**config.mk**
```make
export PLATFORM = sky130hd
export DESIGN_NAME = stb_fwd_queue
export DESIGN_NICKNAME = d
export VERILOG_FILES = /design/src/rtl/stb_fwd_queue.sv
export SDC_FILE = /design/constraint.sdc
export NUM_CORES = 1
export LEC_CHECK = 0
export ABC_AREA = 1
export CAP_MARGIN = 20
export CELL_PAD_IN_SITES_DETAIL_PLACEMENT = 1
export CELL_PAD_IN_SITES_GLOBAL_PLACEMENT = 1
export CORE_MARGIN = 1.5
export CORE_UTILIZATION = 45
export CTS_CLUSTER_DIAMETER = 80
export DETAILED_ROUTE_END_ITERATION = 16
export PLACE_DENSITY_LB_ADDON = 0.1
export SETUP_SLACK_MARGIN = 0.02
export SLEW_MARGIN = 10
export SYNTH_ARGS = -nofsm -noshare
export SYNTH_HDL_FRONTEND = slang
export SYNTH_SLANG_ARGS = --single-unit
```
**constraint.sdc**
```tcl
create_clock -name clk -period 13.6 [get_ports clk]
set_input_delay 2.72 -clock clk [delete_from_list [all_inputs] [get_ports clk]]
set_output_delay 2.72 -clock clk [all_outputs]
set_load 0.03 [all_outputs]
```
**src/rtl/stb_fwd_queue.sv**
```systemverilog
// Store buffer: circular queue of pending stores drained to the dcache in order.
// Define STB_FWD_EN to add same-cycle store-to-load byte forwarding.
module stb_fwd_queue #(
  parameter int ADDR_W = 32,
  parameter int DATA_W = 32,
  parameter int DEPTH  = 4
) (
  input  logic                         clk,
  input  logic                         rst,
  input  logic                         push_valid,
  output logic                         push_ready,
  input  logic [ADDR_W-1:0]            push_addr,
  input  logic [DATA_W-1:0]            push_wdata,
  input  logic [DATA_W/8-1:0]          push_sel_byte,
  output logic                         stb_valid,
  input  logic                         stb_ready,
  output logic [ADDR_W-1:0]            stb_addr,
  output logic [DATA_W-1:0]            stb_wdata,
  output logic [DATA_W/8-1:0]          stb_sel_byte,
  input  logic                         ld_req,
  input  logic [ADDR_W-1:0]            ld_addr,
  input  logic [DATA_W/8-1:0]          ld_sel_byte,
  output logic                         fwd_hit,
  output logic                         fwd_partial,
  output logic [DATA_W-1:0]            fwd_data,
  output logic [$clog2(DEPTH+1)-1:0]   stb_count,
  output logic                         stb_full,
  output logic                         stb_empty
);

  localparam int BE_W  = DATA_W / 8;
  localparam int PTR_W = $clog2(DEPTH);
  localparam int CNT_W = $clog2(DEPTH + 1);

  logic [PTR_W-1:0]  wr_ptr_reg;
  logic [PTR_W-1:0]  rd_ptr_reg;
  logic [CNT_W-1:0]  count_reg;
  logic [DEPTH-1:0]  valid_reg;

  logic [ADDR_W-1:0] addr_mem [DEPTH];
  logic [DATA_W-1:0] data_mem [DEPTH];
  logic [BE_W-1:0]   sel_mem  [DEPTH];

  logic push_fire;
  logic pop_fire;

  function automatic logic [PTR_W-1:0] ptr_inc(input logic [PTR_W-1:0] p);
    return (p == PTR_W'(DEPTH - 1)) ? '0 : p + 1'b1;
  endfunction

  assign stb_full   = (count_reg == CNT_W'(DEPTH));
  assign stb_empty  = (count_reg == '0);
  assign push_ready = !stb_full;
  assign stb_valid  = !stb_empty;
  assign stb_count  = count_reg;

  assign push_fire = push_valid && push_ready;
  assign pop_fire  = stb_valid && stb_ready;

  // Push and pop never target the same slot: that would need empty and full at once.
  always_ff @(posedge clk) begin
    if (rst) begin
      wr_ptr_reg <= '0;
      rd_ptr_reg <= '0;
      count_reg  <= '0;
      valid_reg  <= '0;
    end else begin
      if (push_fire) begin
        wr_ptr_reg            <= ptr_inc(wr_ptr_reg);
        valid_reg[wr_ptr_reg] <= 1'b1;
      end
      if (pop_fire) begin
        rd_ptr_reg            <= ptr_inc(rd_ptr_reg);
        valid_reg[rd_ptr_reg] <= 1'b0;
      end
      case ({push_fire, pop_fire})
        2'b10:   count_reg <= count_reg + 1'b1;
        2'b01:   count_reg <= count_reg - 1'b1;
        default: count_reg <= count_reg;
      endcase
    end
  end

  // Payload storage carries no reset; occupancy is tracked by valid_reg alone.
  always_ff @(posedge clk) begin
    if (push_fire) begin
      addr_mem[wr_ptr_reg] <= push_addr;
      data_mem[wr_ptr_reg] <= push_wdata;
      sel_mem[wr_ptr_reg]  <= push_sel_byte;
    end
  end

  assign stb_addr     = stb_empty ? '0 : addr_mem[rd_ptr_reg];
  assign stb_wdata    = stb_empty ? '0 : data_mem[rd_ptr_reg];
  assign stb_sel_byte = stb_empty ? '0 : sel_mem[rd_ptr_reg];

`ifdef STB_FWD_EN
  localparam int OFF_W = $clog2(BE_W);
  localparam int SUM_W = PTR_W + 1;

  // age_idx[0] is the oldest slot, age_idx[DEPTH-1] the youngest possible one.
  logic [PTR_W-1:0] age_idx [DEPTH];
  logic [BE_W-1:0]   cov_bytes;
  logic [DATA_W-1:0] cov_data;
  logic              unused_ld;

  for (genvar gi = 0; gi < DEPTH; gi++) begin : g_age
    logic [SUM_W-1:0] sum;
    assign sum = {1'b0, rd_ptr_reg} + SUM_W'(gi);
    assign age_idx[gi] = (sum >= SUM_W'(DEPTH)) ? PTR_W'(sum - SUM_W'(DEPTH))
                                                : sum[PTR_W-1:0];
  end

  // Walk oldest to youngest so a younger matching byte overwrites an older one.
  always_comb begin
    cov_bytes = '0;
    cov_data  = '0;
    for (int k = 0; k < DEPTH; k++) begin
      if (valid_reg[age_idx[k]] &&
          addr_mem[age_idx[k]][ADDR_W-1:OFF_W] == ld_addr[ADDR_W-1:OFF_W]) begin
        for (int b = 0; b < BE_W; b++) begin
          if (sel_mem[age_idx[k]][b] && ld_sel_byte[b]) begin
            cov_bytes[b]       = 1'b1;
            cov_data[8*b +: 8] = data_mem[age_idx[k]][8*b +: 8];
          end
        end
      end
    end
  end

  assign fwd_hit     = ld_req && (ld_sel_byte != '0) && (cov_bytes == ld_sel_byte);
  assign fwd_partial = ld_req && (cov_bytes != '0) && (cov_bytes != ld_sel_byte);
  assign fwd_data    = ld_req ? cov_data : '0;
  assign unused_ld   = ^ld_addr;
`else
  logic unused_ld;
  assign fwd_hit     = 1'b0;
  assign fwd_partial = 1'b0;
  assign fwd_data    = '0;
  assign unused_ld   = ^{ld_req, ld_addr, ld_sel_byte};
`endif

endmodule

```
==> results.ini <==
[timing]
rsz0062_at_grt=false
fin_crit_sh=0.4674
finalCriticalPeriod_ns=6.356
fmax_mhz=157.3
hold_violations=0
finalClockSkew_ns=0.01073
final_max_slew_viol_count=0
setup_viol=0
fin_ws_ns=7.244
totalNegativeSetupSlack_ns=0
worst_pin_slew_ns=1.073
slew_headroom=0.2844

[critical_path]
crit_arrival_ns=3.64
cp_cell_sequence=inv_4, buf_4, nand2_1, nand2_1, nand2_1, a21oi_1, clkdlybuf4s50_1
max_stage_delay_ns=0.73
critPathCaptureType=output pin
crit_path_end=stb_wdata[31]
r2r-end=addr_mem[3][1]
cp_max_fo=69
worst_path_most_repeated_cell=nand2_1
slowest_stage=clkdlybuf4s50_1
worstPathRequired_ns=10.88
worstReg2RegStart=stb_count[1]
crit_path_start_kind=flip-flop
rrSetupSlack_ns=10.62
r2r_cells=5
crit_type=reg -> out

[detailed_routing]
drtAntennaViolNets=0
drc_errors=0
drt_iter0_markers=315
first_pass_iters=4
totalWireLength_um=25660
dr_total_vias=7315
via_per_inst=5.007
post_drt_wl_per_cell_um=17.57

[die]
die_x_um=163.4
start_util=0.4586
rows=58
core_area_um2=25250
boundaryPins=218
die-area_um2=26710
die_y_um=163.4

[layout]
largest_registers=addr_mem x128, data_mem x128, sel_mem x16
stdcell_area_um2=14020
fillers=2608
final_cells=1461
drive_gt1_frac=0.07604
final_common_cell=nand2_1
layout_common_cells=nand2_1 (285), edfxtp_1 (272), clkdlybuf4s50_1 (146)
diodes=0
fin_nets=1228
syn2layout_area_growth_pct=21.07
utilization=0.5552

[placement]
dp.cells=1410
place_ws_ns=7.773
numPortBuffers=146
place_hpwl_um=14050
placed_cell_area_um2=13130
place_congestion=0.7016

[pwr]
cellPowerDensity_nw_per_um2=214.7
p_comb_frac=0.401
pwr-share-seq=0.358
intPower_mw=1.871
ir_worst_vdd_mv=0.1549
p_clk_frac=0.241
switching_share=0.3785
p_leak_nw=5.162
p_sw_mw=1.139

[clocking]
clkSinkCount=281
clockRootBuffer=clkbuf_16
clk_latency_ns=0.53
cts_buffers=29
hold_buffers=0
post_cts_resized=0
clk_pin_slew_ns=0.06
post-cts-setup-buffer-count=0
clock_path_buffers=3
htree_levels=1
cts_tree=built

[global_routing]
grt_pass1_wl_um=39640
grt_overflow_total=0
grt.total_usage=0.1945
grt_max_degree=99
antenna_found_initial=0
grt_pass1_vias=7556

[synth]
ys_seq_area_frac=0.7208
synth-seq-cells=281
syn_area_um2=11580
synthCells=975
ys_warn_count=0
avgSynthCellArea_um2=11.88
synth_cell_types=23

[worst_hold_path]
worstHoldPathType=reg -> reg

[outcome]
status=completed

[flow_run]
cap_viol_max_count=0

[worst min path at each step]
stage | start | endpoint | cells past startpoint
after floorplan | rd_ptr_reg[1] | flip-flop | 2
after global placement | rd_ptr_reg[1] | rd_ptr_reg[1] | 2
after detailed placement | rd_ptr_reg[1] | rd_ptr_reg[1] | 2
after CTS | rd_ptr_reg[1] | rd_ptr_reg[1] | 2
after global routing | rd_ptr_reg[1] | rd_ptr_reg[1] | 2
final | wr_ptr_reg[0] | wr_ptr_reg[0] | 2
[metrics by stage]
step / total power [mW] / hold slack, ns
floorplan: 1.878 / 0.4827
global placement: 2.291 / 0.5171
detailed placement: 2.312 / 0.5274
CTS: 3.052 / 0.5417
global route: 3.172 / 0.5924
finish: 3.010 / 0.5434
[critical path, delay by kind of cell (launching register included)]
family                 cells  cell delay, ns
flip-flops                 1            0.50
AO/OA/AOI/OAI              1            0.28
AND/OR/NAND/NOR            3            0.28
buffers and inverters      3            2.00
[synthesized netlist by cell type (all sizes together)]
master | count | area, um2
nand2 | 286 | 1076
edfxtp | 272 | 8168
nor2 | 148 | 555.5
buf | 75 | 534.3
a21oi | 73 | 478.0
o21ai | 70 | 350.3
inv | 20 | 75.07
clkbuf | 9 | 33.78
dfxtp | 9 | 180.2
ha | 6 | 75.07
nand3 | 2 | 10.01
nand3b | 2 | 15.01
conb | 1 | 3.750
fa | 1 | 20.02
nand4 | 1 | 6.260
[power groups by stage]
stage	registers, mW	logic, mW	clock network [mW]
global route	1.08	1.31	0.777
CTS	1.08	1.23	0.748
finish	1.08	1.21	0.726
floorplan	1.09	0.789	0
detailed placement	1.09	1.22	0
global placement	1.09	1.20	0
[kinds of logic (layout without fill, tap and decap cells)]
| logic type | after synthesis | in the layout | synth area share |
|---|---|---|---|
| AND/OR/NAND/NOR | 439 | 439 | 0.1436 |
| flip-flops | 281 | 281 | 0.7208 |
| AO/OA/AOI/OAI | 143 | 143 | 0.07152 |
| buffers and inverters | 104 | 227 | 0.05553 |
| adder cells (fa/ha/maj) | 7 | 7 | 0.008211 |
| other | 1 | 34 | 0.0003238 |
[final cells by class]
cell class                      instances  area (um2)  area share
Multi-Input combinational cell        623        2744      0.1957
Sequential cell                       281        8352      0.5957
Timing Repair Buffer                  157        1564      0.1115
Clock buffer                           39       763.2     0.05444
Tap cell                              330       412.9     0.02945
Clock inverter                         11       103.9    0.007407
Inverter                               20       81.33    0.005800
[layer usage]
metal | part of all wire | vias up | track usage | wire (um)
li1 | - | 3523 | - | -
met1 | 0.42 | 3612 | 0.2377 | 10840
met2 | 0.51 | 148 | 0.3546 | 13090
met3 | 0.053 | 32 | 0.03784 | 1348
met4 | 0.015 | 0 | 0.04254 | 385
met5 | 0 | - | 0 | 0
Power figures use the tool's default switching activity.
